--- src/rtl/intr_hub_pkg.sv ---
// Shared types and helpers for the interrupt hub.
package intr_hub_pkg;

  typedef enum logic [1:0] {
    IDLE   = 2'd0,
    ASSERT = 2'd1,
    HOLD   = 2'd2
  } hub_state_e;

  // Ceiling log2, with a minimum result of 1 so that every field gets at least one bit.
  function automatic int unsigned clog2(input int unsigned v);
    int unsigned r;
    r = 1;
    for (int unsigned i = 1; i < 32; i++) begin
      if ((64'(1) << i) < 64'(v)) r = i + 1;
    end
    return r;
  endfunction

endpackage

--- src/rtl/intr_hub_if.sv ---
// Control and status bundle between the interrupt hub and its host.
interface intr_hub_if #(
  parameter int unsigned INT_NUM = 32,
  parameter int unsigned CNT_W   = 16
);
  import intr_hub_pkg::*;

  localparam int unsigned ID_W = clog2(INT_NUM);

  logic [INT_NUM-1:0] int_i;
  logic [INT_NUM-1:0] int_mode;
  logic [INT_NUM-1:0] int_pol;
  logic [INT_NUM-1:0] int_en;
  logic [INT_NUM-1:0] int_clr;
  logic               cnt_clr;
  logic               int_o;
  logic [ID_W-1:0]    int_id;
  logic               int_id_valid;
  logic [INT_NUM-1:0] int_pend;
  logic [CNT_W-1:0]   int_cnt;

  modport master (
    output int_i, int_mode, int_pol, int_en, int_clr, cnt_clr,
    input  int_o, int_id, int_id_valid, int_pend, int_cnt
  );

  modport slave (
    input  int_i, int_mode, int_pol, int_en, int_clr, cnt_clr,
    output int_o, int_id, int_id_valid, int_pend, int_cnt
  );

endinterface

--- src/rtl/intr_hub_chan.sv ---
// One interrupt source: synchroniser, polarity, edge/level qualify and sticky pending bit.
module intr_hub_chan #(
  parameter int unsigned SYNC_STAGES = 2
) (
  input  logic clk,
  input  logic rst,
  input  logic int_i,
  input  logic int_mode,
  input  logic int_pol,
  input  logic int_clr,
  output logic pend
);

  logic [SYNC_STAGES-1:0] sync_q;
  logic                   prev_q;
  logic                   s_c;
  logic                   set_c;

  // Normalised source level and its set condition; a set overrides a same-cycle clear.
  always_comb begin
    s_c   = sync_q[SYNC_STAGES-1] ^ int_pol;
    set_c = int_mode ? (s_c & ~prev_q) : s_c;
  end

  // Synchroniser chain, edge-detect history and pending bit.
  always_ff @(posedge clk or posedge rst) begin
    if (rst) begin
      sync_q <= '0;
      prev_q <= 1'b0;
      pend   <= 1'b0;
    end else begin
      sync_q <= {sync_q[SYNC_STAGES-2:0], int_i};
      prev_q <= s_c;
      pend   <= set_c | (pend & ~int_clr);
    end
  end

endmodule

--- src/rtl/intr_hub_ctrl.sv ---
// Interrupt aggregator: per-source channels, priority ID, assert/holdoff FSM, event counter.
module intr_hub_ctrl #(
  parameter int unsigned INT_NUM     = 32,
  parameter int unsigned SYNC_STAGES = 2,
  parameter int unsigned HOLDOFF     = 4,
  parameter int unsigned CNT_W       = 16
) (
  input  logic       clk,
  input  logic       rst,
  intr_hub_if.slave  bus
);
  import intr_hub_pkg::*;

  localparam int unsigned ID_W   = clog2(INT_NUM);
  localparam int unsigned HOLD_W = (HOLDOFF > 1) ? clog2(HOLDOFF) : 1;

  logic [INT_NUM-1:0] pend;
  logic [INT_NUM-1:0] active_c;
  logic               any_c;
  logic [ID_W-1:0]    id_c;
  logic               inc_c;

  hub_state_e         state_q;
  logic               int_o_q;
  logic [HOLD_W-1:0]  hold_q;
  logic [ID_W-1:0]    int_id_q;
  logic               int_id_valid_q;
  logic [CNT_W-1:0]   int_cnt_q;

  for (genvar g = 0; g < INT_NUM; g++) begin : g_chan
    intr_hub_chan #(.SYNC_STAGES(SYNC_STAGES)) u_chan (
      .clk      (clk),
      .rst      (rst),
      .int_i    (bus.int_i[g]),
      .int_mode (bus.int_mode[g]),
      .int_pol  (bus.int_pol[g]),
      .int_clr  (bus.int_clr[g]),
      .pend     (pend[g])
    );
  end

  // Masked pending set, lowest-index priority encode and rising-edge event detect.
  always_comb begin
    active_c = pend & bus.int_en;
    any_c    = |active_c;
    id_c     = '0;
    for (int i = INT_NUM - 1; i >= 0; i--) begin
      if (active_c[i]) id_c = ID_W'(i);
    end
    inc_c = any_c && ((state_q == IDLE) || ((state_q == HOLD) && (hold_q == '0)));
  end

  // Output FSM; a source still active when the holdoff expires re-asserts straight away.
  always_ff @(posedge clk or posedge rst) begin
    if (rst) begin
      state_q <= IDLE;
      int_o_q <= 1'b0;
      hold_q  <= '0;
    end else begin
      case (state_q)
        IDLE: begin
          if (any_c) begin
            state_q <= ASSERT;
            int_o_q <= 1'b1;
          end
        end
        ASSERT: begin
          if (!any_c) begin
            int_o_q <= 1'b0;
            if (HOLDOFF > 0) begin
              state_q <= HOLD;
              hold_q  <= HOLD_W'(HOLDOFF - 1);
            end else begin
              state_q <= IDLE;
            end
          end
        end
        HOLD: begin
          if (hold_q == '0) begin
            if (any_c) begin
              state_q <= ASSERT;
              int_o_q <= 1'b1;
            end else begin
              state_q <= IDLE;
            end
          end else begin
            hold_q <= hold_q - HOLD_W'(1);
          end
        end
        default: begin
          state_q <= IDLE;
          int_o_q <= 1'b0;
        end
      endcase
    end
  end

  // Registered source ID; the ID holds its last value while nothing is active.
  always_ff @(posedge clk or posedge rst) begin
    if (rst) begin
      int_id_q       <= '0;
      int_id_valid_q <= 1'b0;
    end else begin
      int_id_valid_q <= any_c;
      if (any_c) int_id_q <= id_c;
    end
  end

  // Saturating count of int_o rising edges; a coincident clear keeps the new event.
  always_ff @(posedge clk or posedge rst) begin
    if (rst) begin
      int_cnt_q <= '0;
    end else if (bus.cnt_clr) begin
      int_cnt_q <= inc_c ? CNT_W'(1) : '0;
    end else if (inc_c && !(&int_cnt_q)) begin
      int_cnt_q <= int_cnt_q + CNT_W'(1);
    end
  end

  assign bus.int_o        = int_o_q;
  assign bus.int_id       = int_id_q;
  assign bus.int_id_valid = int_id_valid_q;
  assign bus.int_pend     = pend;
  assign bus.int_cnt      = int_cnt_q;

endmodule
--- src/flat_wrapper.sv ---
// flat-port wrapper written by rule: the top's interface ports become plain ports
module intr_hub_ctrl_flat import intr_hub_pkg::*;
#(
  parameter int unsigned INT_NUM     = 32,
  parameter int unsigned SYNC_STAGES = 2,
  parameter int unsigned HOLDOFF     = 4,
  parameter int unsigned CNT_W       = 16
)
  (clk, rst, bus_int_i, bus_int_mode, bus_int_pol, bus_int_en, bus_int_clr, bus_cnt_clr, bus_int_o, bus_int_id, bus_int_id_valid, bus_int_pend, bus_int_cnt);
  intr_hub_if #(.INT_NUM(INT_NUM), .CNT_W(CNT_W)) bus_i ();
  input  logic clk;
  input  logic rst;
  input wire logic [$bits(bus_i.int_i)-1:0] bus_int_i;
  input wire logic [$bits(bus_i.int_mode)-1:0] bus_int_mode;
  input wire logic [$bits(bus_i.int_pol)-1:0] bus_int_pol;
  input wire logic [$bits(bus_i.int_en)-1:0] bus_int_en;
  input wire logic [$bits(bus_i.int_clr)-1:0] bus_int_clr;
  input wire logic [$bits(bus_i.cnt_clr)-1:0] bus_cnt_clr;
  output wire logic [$bits(bus_i.int_o)-1:0] bus_int_o;
  output wire logic [$bits(bus_i.int_id)-1:0] bus_int_id;
  output wire logic [$bits(bus_i.int_id_valid)-1:0] bus_int_id_valid;
  output wire logic [$bits(bus_i.int_pend)-1:0] bus_int_pend;
  output wire logic [$bits(bus_i.int_cnt)-1:0] bus_int_cnt;
  assign bus_i.int_i = bus_int_i;
  assign bus_i.int_mode = bus_int_mode;
  assign bus_i.int_pol = bus_int_pol;
  assign bus_i.int_en = bus_int_en;
  assign bus_i.int_clr = bus_int_clr;
  assign bus_i.cnt_clr = bus_cnt_clr;
  assign bus_int_o = bus_i.int_o;
  assign bus_int_id = bus_i.int_id;
  assign bus_int_id_valid = bus_i.int_id_valid;
  assign bus_int_pend = bus_i.int_pend;
  assign bus_int_cnt = bus_i.int_cnt;
  intr_hub_ctrl #(.INT_NUM(INT_NUM), .SYNC_STAGES(SYNC_STAGES), .HOLDOFF(HOLDOFF), .CNT_W(CNT_W)) u_core (.clk(clk), .rst(rst), .bus(bus_i));
endmodule
--- config.mk ---
export PLATFORM = sky130hd
export DESIGN_NAME = intr_hub_ctrl_flat
export DESIGN_NICKNAME = d
export VERILOG_FILES = /design/src/rtl/intr_hub_pkg.sv /design/src/rtl/intr_hub_if.sv /design/src/rtl/intr_hub_chan.sv /design/src/rtl/intr_hub_ctrl.sv /design/src/flat_wrapper.sv
export SDC_FILE = /design/constraint.sdc
export NUM_CORES = 1
export LEC_CHECK = 0
export ABC_AREA = 0
export CORE_MARGIN = 2
export CORE_UTILIZATION = 55
export CTS_CLUSTER_DIAMETER = 40
export CTS_CLUSTER_SIZE = 16
export DETAILED_ROUTE_END_ITERATION = 10
export DONT_BUFFER_PORTS = 1
export PLACE_DENSITY = 0.74
export RECOVER_POWER = 25
export SLEW_MARGIN = 10
export SYNTH_ARGS = -nofsm -noshare
export SYNTH_HDL_FRONTEND = slang
export SYNTH_SLANG_ARGS = --single-unit
export TNS_END_PERCENT = 50
--- constraint.sdc ---
create_clock -name clk -period 13.7 [get_ports clk]
set_input_delay 2.74 -clock clk [delete_from_list [all_inputs] [get_ports clk]]
set_output_delay 2.74 -clock clk [all_outputs]
set_load 0.05 [all_outputs]
Yosys cells after proc, flatten, opt, wreduce, memory -nomap -nowiden. Cells that the tools add are included.

Multiplexer cells: 79. Equality and inequality tests: 6. $add $sub $neg: 2. Reduce and logical (&&, ||, !) cells: 14. Bitwise gates (word level): 193.

Operator list (number): $mux W5 (32); $and A1 B1 Y1 (64); $not A1 Y1 (64); $mux W1 (37); $and A32 B32 Y32 (1); $mux W16 (2); $or A1 B1 Y1 (32); $reduce_or A32 Y1 (1); $xor A1 B1 Y1 (32); $add A16 B1 Y16 const B (1); $reduce_and A16 Y1 (1); $mux W2 (5); $ne A2 B2 Y1 const B (3); $pmux W2 S3 (1); $reduce_and A3 Y1 (2); $logic_not A2 Y1 (2); $pmux W2 S2 (1); $reduce_bool A2 Y1 (2); $logic_and A1 B1 Y1 (3); $pmux W1 S3 (1); $eq A2 B1 Y1 const B (1); $eq A2 B2 Y1 const B (1); $ne A2 B1 Y1 const B (1); $reduce_and A2 Y1 (1); 3 further kinds (3).

Input bits: 163. Bits in registers: 155.

Longest topological paths before layout. Gate-level depths: netlist of the first run.

Depth after elaboration: 33. Mapped depth: 8. Mapped depth without buffers: 8.

Hierarchy. Synthesis of the first run repeated with hierarchy kept, for this count alone.

Cells, all modules: 517. Area, all modules: 6187.2 um^2.

Modules (own cells, without submodules): intr_hub_chan (cells an instance 9, area an instance 128.9 um^2, times used 32, sequential area each 100.1 um^2); intr_hub_ctrl (cells an instance 229, area an instance 2063.2 um^2, times used 1, sequential area each 675.6 um^2).

Worst setup path before layout of the first run. OpenSTA, ideal clock, no wires.

Path type: in2reg. Start: input bus_int_en[17]. End: register u_core.int_cnt_q[4], in the netlist u_core.bus.int_cnt[4]. Arrival: 4.125 ns. Setup time: 0.132 ns. Stages on the path: 7. Path slack: 9.443 ns. Buffers on the path: 1. Required time: 13.568 ns. Path through: a22oi_1 nand4_2 nor4_4 buf_4 nand4b_1 xor2_1 nor2_1.

Cells in the longest elaborated chain, start to end: 5.

Ends and longest elaborated chain: start: declaration (RTL line flat_wrapper.sv:16) `input wire logic [$bits(bus_i.int_en)-1:0] bus_int_en;`; $and A32 B32 Y32 (RTL line intr_hub_ctrl.sv:44) `active_c = pend & bus.int_en;`; $reduce_or A32 Y1 (RTL line intr_hub_ctrl.sv:45) `any_c = |active_c;`; $logic_and A1 B1 Y1 (RTL line intr_hub_ctrl.sv:50) `inc_c = any_c && ((state_q == IDLE) || ((state_q == HOLD) && (hold_q == '0)));`; $logic_and A1 B1 Y1 (RTL line intr_hub_ctrl.sv:115) `end else if (inc_c && !(&int_cnt_q)) begin`; $reduce_bool A2 Y1 (no source line); end signal: assignment (RTL line intr_hub_ctrl.sv:114) `int_cnt_q <= inc_c ? CNT_W'(1) : '0;`; end signal: assignment (RTL line intr_hub_ctrl.sv:116) `int_cnt_q <= int_cnt_q + CNT_W'(1);`; end: declaration (RTL line intr_hub_ctrl.sv:28) `logic [CNT_W-1:0] int_cnt_q;`.

Every way passes these cells. A chain may end at the register's enable or synchronous reset.

Worst setup path after layout of the first run.
Start: input bus_int_en[9]. End: register u_core.int_cnt_q[1], in the netlist u_core.bus.int_cnt[1].

Same word-level chain as after synthesis.

==> results of run 1 <==
[worst paths after layout]
path / slack, ns / to / startpoint / cells past startpoint
setup / recovery: 9.44 / u_core.bus.int_cnt[1]$_DFFE_PP0P_ / bus_int_en[9] / 7
hold / removal: 0.35 / u_core.g_chan[20].u_chan.sync_q[1]$_DFF_PP0_ / u_core.g_chan[20].u_chan.sync_q[0]$_DFF_PP0_ / 0
setup reg to reg: 10.95 / u_core.bus.int_cnt[1]$_DFFE_PP0P_ / u_core.g_chan[8].u_chan.pend$_DFF_PP0_ / 7
hold reg to reg: 0.35 / u_core.g_chan[20].u_chan.sync_q[1]$_DFF_PP0_ / u_core.g_chan[20].u_chan.sync_q[0]$_DFF_PP0_ / 0
max in group asynchronous: 10.11 / u_core.bus.int_cnt[1]$_DFFE_PP0P_ / rst / 2
min in group asynchronous: 2.19 / u_core.g_chan[25].u_chan.prev_q$_DFF_PP0_ / rst / 1
[routing by layer]
metal,vias to the layer above,GRT usage
li1,1751,-
met3,33,0.0984
met2,217,0.385
met1,1844,0.253
met5,-,0
met4,0,0.116
[state kept, by name (all words and copies together) (netlist names)]
signal and cells:
u_core.g_chan.u_chan.pend 32, u_core.bus.int_cnt 16, u_core.bus.int_id_valid 1, u_core.state_q 2, u_core.hold_q 2, u_core.g_chan.u_chan.sync_q 64, u_core.bus.int_id 5, u_core.bus.int_o 1
u_core.g_chan.u_chan.prev_q 32
[power by group]
group          leakage, uW  internal, uW  total, uW  switching, uW
clock             0.000282           287        466            178
sequential         0.00183           501        617            116
combinational     0.000965          51.9        129           77.0
[final cells by class]
type	instances	share of cell area
clock inverters	10	0.0210
clock buffers	22	0.0678
flip-flops and latches	155	0.581
well taps	140	0.0262
multi-input cells	308	0.278
inverters	39	0.0227
repair buffers	2	0.00281
[metrics by stage]
stage	cell area, um2	utilization	std cells
after global placement	6070	0.558	643
after detailed placement	6070	0.558	643
after global routing	6680	0.613	676
after CTS	6670	0.612	675
after floorplan	6150	-	539
final	6680	0.613	676
[layout by cell type, fill, tap and decap left out, types with 7 or more instances in the layout]
cell       synthesis  routed
dfrtp_1          155     155
nand2_1           91      91
o21ai_0           40      40
inv_1             39      38
xor2_1            33      33
nor2_1            21      21
a22oi_1           18      18
clkbuf_16          0      16
a21oi_1           15      15
xnor2_1           10      10
nor3_1             9       9
ha_1               7       7
[kinds of logic after synthesis]
logic type | share of synthesized area
muxes | 0.00163
DFF | 0.631
adders and majority gates | 0.0142
AOI/OAI and AO/OA | 0.103
buffers and inverters | 0.0669
and+or+nand+nor | 0.122
xor gates and xnor gates | 0.0612
[worst reg2reg max path, cell delays in order (launching register included)]
cell and delay [ns]:
dfrtp_1 0.60, a22oi_1 0.45, nand4_1 0.34, nor4_4 0.51
buf_6 0.25, or3_1 0.22, mux2i_1 0.21, nor2_1 0.06
==> impl_metrics.tcl, run 1 <==
set metrics [dict create \
    die_w_um 110 \
    syn_area_per_cell_um2 11.4 \
    status "complete, no violations" \
    fp.coreArea_um2 10900 \
    crit_path_end_kind "flop" \
    routed_via_density 5.69 \
    required_ns 14.11 \
    criticalPathCategory "input port to flop" \
    ys_seq_area_frac 0.631 \
    period_needed_ns 4.26 \
    cts_buffers 17 \
    setup_ws_ns 9.44 \
    crit_fanout 19 \
    synth-edff-count 0 \
    root_buffer "clkbuf_8" \
    grt_max_degree 82 \
    dp_hpwl_mm 9.98 \
    syn_area_um2 6150 \
    multiInputGateArea_um2 1860 \
    firstDrtPassIters 5 \
    p_leak_uw 0.00308 \
    clockBufferDepth 2 \
    area_growth_pct 8.57 \
    yosys-top-cells-area "dfrtp_1 (63%), nand2_1 (5.6%), xor2_1 (4.7%)" \
    powerDensity_nw_per_um2 182 \
    htreeDepth 4 \
    n_antenna_cell 0 \
    rsz0062_at_grt "no" \
    max-vdd-ir-drop_mv 0.120 \
    synth_nets 709 \
    period_share 0.311 \
    worst-path-buf-inv 1 \
    cp_slowest_cell "nor4_4" \
    crit_path_cell_trace "a22oi_1, nand4_1, nor4_4, buf_6, or3_1, mux2i_1, nor2_1" \
    worst_setup_path_start_kind "input port" \
    dieArea_um2 12000 \
    drc 0 \
    hold_viol 0 \
    dr_wl_met2_mm 6.73 \
    path_delay_family "simple AND/OR/NAND/NOR gates" \
    finClkSkew_ns 0.00634 \
    ctsResizeCount 0 \
    top_layer "met4" \
    drv_slew 0 \
    grt_pass1_vias 4124 \
    timing.hold.ws_ns 0.347 \
    wl_per_cell_um 19.7 \
    grt.total_usage 0.231 \
    port_buffers 0 \
    cts.clk_slew.worst_paths_ns 0.06 \
    slew_headroom 0.396 \
    routabilityCongestion 0.956 \
    ys_ff_latch 155 \
    finalSetupTns_ns 0 \
    grt_pass1_wl_mm 20.2 \
    drt-met1-wl_mm 4.89 \
    nets 693 \
    cts_tree "built" \
    cap_violations 0 \
    tightest_slew_ns 0.906 \
    yosysTopAreaCell "dfrtp_1" \
    clkSinkCount 155 \
    dpl_worst_slack_ns 8.50 \
    synth_warnings 0 \
    total_power_uw 1210 \
    final-setup-viol-count 0 \
    hp-class "flop to flop" \
    vias 3845 \
    ant_nets 0 \
    fp-row-count 38 \
    yosysMostFrequentCell "dfrtp_1" \
    clock_latency_ns 0.53 \
    ys_types 46 \
    antenna_found_initial 0 \
    cp.arrival_ns 4.67 \
    drive_above_1_share 0.0709 \
    die_h_um 110 \
    fill_cells 871 \
    routed_wl_mm 13.3 \
    synth_commonest_cells "dfrtp_1 (155), nand2_1 (91), o21ai_0 (40), inv_1 (39)" \
    overflow 0 \
    final-seq-area_um2 3880 \
    ys_dominant_reg_cell "dfrtp_1" \
    postCtsHoldBufs 0 \
    max_clock_freq_mhz 235 \
    drt-initial-drc-count 359 \
    met3_length_mm 1.35 \
    max_stage_delay_ns 0.51 \
    postCtsSetupBuffers 0 \
    synthArstFlopShare 1.00 \
    synth_top_cell_area_share 0.631 \
    syn_inst 539 \
    ioPinCount 218 \
    start_util 0.565 \
]
Power figures use the tool's default switching activity.
==> run 2: changes to the inputs <==
--- a/config.mk
+++ b/config.mk
@@ -12,7 +12,7 @@
 export CTS_CLUSTER_SIZE = 16
 export DETAILED_ROUTE_END_ITERATION = 10
 export DONT_BUFFER_PORTS = 1
-export PLACE_DENSITY = 0.74
+export PLACE_DENSITY = 0.77
 export RECOVER_POWER = 25
 export SLEW_MARGIN = 10
 export SYNTH_ARGS = -nofsm -noshare
==> constraint.sdc (replaced) <==
create_clock -name clk -period 3.9 [get_ports clk]
set_input_delay 0.78 -clock clk [delete_from_list [all_inputs] [get_ports clk]]
set_output_delay 0.78 -clock clk [all_outputs]
set_load 0.05 [all_outputs]
==> run 2 against run 1 <==
Against the previous run:
- core utilization down 0.52 points
- clock power rose to 3.1 times the previous value
- worst hold slack worse by 0.081 ns
- via count down 2.2%
- first-iteration DRC count down 14%
- sequential share of layout area grew 0.49 points
- global-route usage fell by 0.48 points
==> impl_metrics.tcl, run 2 (synthesis gave the netlist of run 1 again) <==
set metrics [dict create \
    fp.coreArea_um2 10900 \
    dieArea_um2 12000 \
    die_w_um 110 \
    grt_pass1_wl_mm 19.9 \
    period_needed_ns 2.79 \
    ant_nets 0 \
    start_util 0.565 \
    overflow 0 \
    max_stage_delay_ns 0.62 \
    grt_pass1_vias 3989 \
    postCtsSetupBuffers 0 \
    vias 3760 \
    crit_path_end_kind "flop" \
    grt.total_usage 0.226 \
    tightest_slew_ns 0.829 \
    max_clock_freq_mhz 358 \
    n_antenna_cell 0 \
    final_common_cell "dfrtp_1" \
    routabilityCongestion 0.887 \
    rsz0062_at_grt "no" \
    pwr-share-seq 0.536 \
    powerDensity_nw_per_um2 610 \
    crit_fanout 15 \
    required_ns 4.32 \
    area_growth_pct 7.65 \
    p_leak_uw 0.00305 \
    hold_viol 0 \
    multiInputGateArea_um2 1860 \
    cts_tree "built" \
    clkSinkCount 155 \
    slew_headroom 0.446 \
    cap_violations 0 \
    switching_share 0.325 \
    criticalPathCategory "flop to flop" \
    antenna_found_initial 0 \
    grt_max_degree 77 \
    wl_per_cell_um 19.1 \
    cp.arrival_ns 3.21 \
    power.switching_uw 1310 \
    nets 695 \
    fill_cells 824 \
    cts.clk_slew.worst_paths_ns 0.06 \
    die_h_um 110 \
    ioPinCount 218 \
    fp-row-count 38 \
    cp_slowest_cell "nor4_4" \
    mostFrequentLayoutCells "dfrtp_1 (155), nand2_1 (91), o21ai_0 (40)" \
    worst_setup_path_start_kind "flop" \
    root_buffer "clkbuf_8" \
    crit_path_cell_trace "a22oi_1, nand4_2, nor4_4, buf_4, or3_1, mux2i_1, nor2_1" \
    clock_latency_ns 0.53 \
    routed_via_density 5.55 \
    cts_buffers 17 \
    final-setup-viol-count 0 \
    finClkSkew_ns 0.0149 \
    drt-initial-drc-count 310 \
    max_flop_register "u_core.g_chan.u_chan.sync_q" \
    p_int_uw 2730 \
    drv_slew 0 \
    hp-class "input port to asynchronous set/reset pin" \
    port_buffers 0 \
    status "complete, no violations" \
    finalSetupTns_ns 0 \
    largest_reg_flops 64 \
    dp_hpwl_mm 9.69 \
    top_regs "u_core.g_chan.u_chan.sync_q (64), u_core.g_chan.u_chan.pend (32), u_core.g_chan.u_chan.prev_q (32)" \
    htreeDepth 4 \
    max-vdd-ir-drop_mv 0.441 \
    drive_above_1_share 0.0745 \
    ctsResizeCount 0 \
    clockPowerShare 0.356 \
    routed_wl_mm 12.9 \
    postCtsHoldBufs 0 \
    period_share 0.716 \
    comb_power_share 0.108 \
    final-seq-area_um2 3880 \
    total_power_uw 4040 \
    drc 0 \
    firstDrtPassIters 4 \
    clockBufferDepth 2 \
]
## run 2: final timing paths
kind	cells after the start	startpoint	to	slack, ns
max in group asynchronous	2	rst	u_core.g_chan[19].u_chan.pend$_DFF_PP0_	2.77
worst min-delay path	1	rst	u_core.g_chan[6].u_chan.pend$_DFF_PP0_	0.27
min in group clk	0	bus_int_i[5]	u_core.g_chan[5].u_chan.sync_q[0]$_DFF_PP0_	0.27
worst max-delay path	7	u_core.g_chan[17].u_chan.pend$_DFF_PP0_	u_core.bus.int_cnt[1]$_DFFE_PP0P_	1.11
worst max register to register	7	u_core.g_chan[17].u_chan.pend$_DFF_PP0_	u_core.bus.int_cnt[1]$_DFFE_PP0P_	1.11
worst min register to register	0	u_core.g_chan[1].u_chan.sync_q[0]$_DFF_PP0_	u_core.g_chan[1].u_chan.sync_q[1]$_DFF_PP0_	0.34
## run 2: power groups by stage
stage	Sequential, uW	Clock (uW)	Combinational, uW
after floorplan	1970	0	608
after global placement	2180	0	423
after detailed placement	2200	0	441
after CTS	2170	1460	444
after global routing	2190	1540	513
final	2160	1440	437
## run 2: critical path: cells and delay by family, from the launching register on
kind	cells	cell delay, ns
flip-flops	1	0.58
AO/OA/AOI/OAI	1	0.48
multiplexers	1	0.21
buffers and inverters	1	0.30
AND/OR/NAND/NOR	4	1.12
## run 2: through the flow
stage          cell area, um2  worst slack (ns)  hold WS [ns]  utilization  cells
2_1_floorplan            6150              1.16         0.331            -    539
6_report                 6620              1.11         0.267        0.608    677
4_1_cts                  6620              1.05         0.249        0.608    677
5_1_grt                  6620             0.878         0.233        0.608    677
3_5_place_dp             6110             0.947         0.335        0.561    646
3_3_place_gp             6110              1.05         0.331        0.561    646
## run 2: routing by layer
layer / vias up / GRT usage / share of wire
li1: 1756 / - / -
met1: 1814 / 0.255 / 0.37
met2: 163 / 0.367 / 0.50
met3: 27 / 0.105 / 0.10
met4: 0 / 0.102 / 0.023
met5: - / 0 / 0
## run 2: layout make-up
cell class,instances,share of cell area
Timing Repair Buffer,4,0.00643
Tap cell,140,0.0265
Clock inverter,12,0.0140
Multi-Input combinational cell,308,0.281
Sequential cell,155,0.586
Inverter,39,0.0227
Clock buffer,19,0.0637
==> run 3: changes to the inputs <==
--- a/config.mk
+++ b/config.mk
@@ -12,7 +12,7 @@
 export CTS_CLUSTER_SIZE = 16
 export DETAILED_ROUTE_END_ITERATION = 10
 export DONT_BUFFER_PORTS = 1
-export PLACE_DENSITY = 0.77
+export PLACE_DENSITY = 0.74
 export RECOVER_POWER = 25
 export SLEW_MARGIN = 10
 export SYNTH_ARGS = -nofsm -noshare
==> constraint.sdc (replaced) <==
create_clock -name clk -period 2.87 [get_ports clk]
set_input_delay 0.574 -clock clk [delete_from_list [all_inputs] [get_ports clk]]
set_output_delay 0.574 -clock clk [all_outputs]
set_load 0.05 [all_outputs]
==> run 3 against run 2 <==
Against the previous run:
- largest cell class unchanged
- the flow now finishes with violations (max-capacitance violations, max-slew violations)
- first-iteration DRC count fell by 41%
- sequential power is 19% higher
- power is 49% higher
- combinational power rose to 2.5 times the previous value
==> impl_metrics.tcl, run 3 (synthesis gave the netlist of run 1 again) <==
set metrics [dict create \
    final-seq-area_um2 3880 \
    vias 3973 \
    hold_end "u_core.g_chan[28].u_chan.sync_q[0]$_DFF_PP0_" \
    overflow 0 \
    root_buffer "clkbuf_8" \
    finalSetupTns_ns 0 \
    worst-r2r-setup-slack_ns 0.62 \
    slew_headroom -0.109 \
    rr_worst_depth 6 \
    period_share 0.784 \
    clkSinkCount 155 \
    grt_pass1_vias 4100 \
    crit_fanout 7 \
    criticalPathCategory "flop to flop" \
    ant_nets 0 \
    hp-class "input port to flop" \
    finClkSkew_ns 0.00652 \
    p_leak_uw 0.00331 \
    port_buffers 0 \
    period_needed_ns 2.25 \
    multiInputGateArea_um2 1860 \
    total_power_uw 6010 \
    start_util 0.565 \
    nets 738 \
    routed_wl_mm 13.9 \
    cts.clk_slew.worst_paths_ns 0.06 \
    fin_area_um2 7040 \
    routed_via_density 5.51 \
    worst_setup_path_start_kind "flop" \
    drc 0 \
    mostFrequentLayoutCells "dfrtp_1 (155), nand2_1 (91), buf_4 (45)" \
    firstDrtPassIters 4 \
    crit_path_end_kind "flop" \
    clock_latency_ns 0.53 \
    dieArea_um2 12000 \
    grt_pass1_wl_mm 21.3 \
    ioPinCount 218 \
    die_h_um 110 \
    status "finished with violations" \
    worstHoldStart "bus_int_i[28]" \
    wl_per_cell_um 19.3 \
    postCtsSetupBuffers 0 \
    drv_slew 69 \
    tightest_slew_ns 1.66 \
    required_ns 3.29 \
    max_flop_register "u_core.g_chan.u_chan.sync_q" \
    antenna_found_initial 1 \
    fp.coreArea_um2 10900 \
    dp_hpwl_mm 10.6 \
    fill_cells 822 \
    max-vdd-ir-drop_mv 0.594 \
    cts_buffers 17 \
    rsz0062_at_grt "no" \
    grt.total_usage 0.242 \
    placed_area_um2 6440 \
    grt_max_degree 88 \
    cts_tree "built" \
    postCtsHoldBufs 0 \
    die_w_um 110 \
    htreeDepth 4 \
    final_common_cell "dfrtp_1" \
    r2r-end "u_core.bus.int_cnt[13]$_DFFE_PP0P_" \
    final-setup-viol-count 0 \
    top_regs "u_core.g_chan.u_chan.sync_q (64), u_core.g_chan.u_chan.pend (32), u_core.g_chan.u_chan.prev_q (32)" \
    fp-row-count 38 \
    drive_above_1_share 0.145 \
    ctsResizeCount 0 \
    clockBufferDepth 2 \
    hold_depth 0 \
    area_growth_pct 14.5 \
    cap_violations 1 \
    violations "max-capacitance violations, max-slew violations" \
    powerDensity_nw_per_um2 854 \
    largest_reg_flops 64 \
    hold_viol 0 \
    regToRegStartpoint "u_core.bus.int_cnt[10]$_DFFE_PP0P_" \
    routabilityCongestion 0.834 \
    drt-initial-drc-count 184 \
    max_clock_freq_mhz 444 \
    cp.arrival_ns 2.67 \
]
run 3: layout make-up:
type,count,area share
Antenna cell,1,0.000355
Timing Repair Buffer,47,0.0515
Tap cell,140,0.0249
Clock buffer,20,0.0633
Clock inverter,11,0.0240
Multi-Input combinational cell,308,0.264
Sequential cell,155,0.551
Inverter,39,0.0210
run 3: critical path, stage by stage (launching register included):
cell and delay, ns:
dfrtp_1 0.73, nand4_1 0.22, nor4_1 0.53, nand4b_1 0.32, nor3_1 0.11, xnor2_1 0.16, nor2_1 0.06
run 3: how the worst max path moves through the flow:
stage,start,end,cells past startpoint
after floorplan,rst,u_core.bus.int_cnt[0]$_DFFE_PP0P_,1
after global placement,bus_int_en[7],u_core.bus.int_cnt[9]$_DFFE_PP0P_,7
after detailed placement,bus_int_en[7],u_core.state_q[1]$_DFFE_PP0P_,6
after CTS,u_core.bus.int_cnt[10]$_DFFE_PP0P_,u_core.bus.int_cnt[13]$_DFFE_PP0P_,6
after global routing,u_core.g_chan[7].u_chan.pend$_DFF_PP0_,u_core.bus.int_cnt[8]$_DFFE_PP0P_,7
final,u_core.bus.int_cnt[10]$_DFFE_PP0P_,u_core.bus.int_cnt[13]$_DFFE_PP0P_,6
run 3: power breakdown:
| part | internal (uW) | total (uW) | switching [uW] |
|---|---|---|---|
| logic | 351 | 1110 | 758 |
| registers | 2400 | 2580 | 187 |
| clock network | 1450 | 2320 | 867 |
| total | 4200 | 6010 | 1810 |
run 3: metrics by stage:
step                      hold slack [ns]  utilization  instances  setup WS [ns]
after floorplan                     0.331            -        539          0.337
after global placement              0.332        0.592        689          0.526
after detailed placement            0.336        0.592        689          0.472
after CTS                          0.0510        0.648        720          0.644
after global routing               0.0450        0.647        721          0.408
final                              0.0705        0.647        721          0.619
run 3: routing by layer:
| metal | share of wire | track usage | routed length, um | up-vias |
|---|---|---|---|---|
| met5 | 0 | 0 | 0 | - |
| met4 | 0.021 | 0.101 | 291 | 0 |
| met3 | 0.093 | 0.0954 | 1290 | 24 |
| met2 | 0.50 | 0.399 | 6960 | 168 |
| met1 | 0.39 | 0.283 | 5360 | 1932 |
| li1 | - | - | - | 1849 |
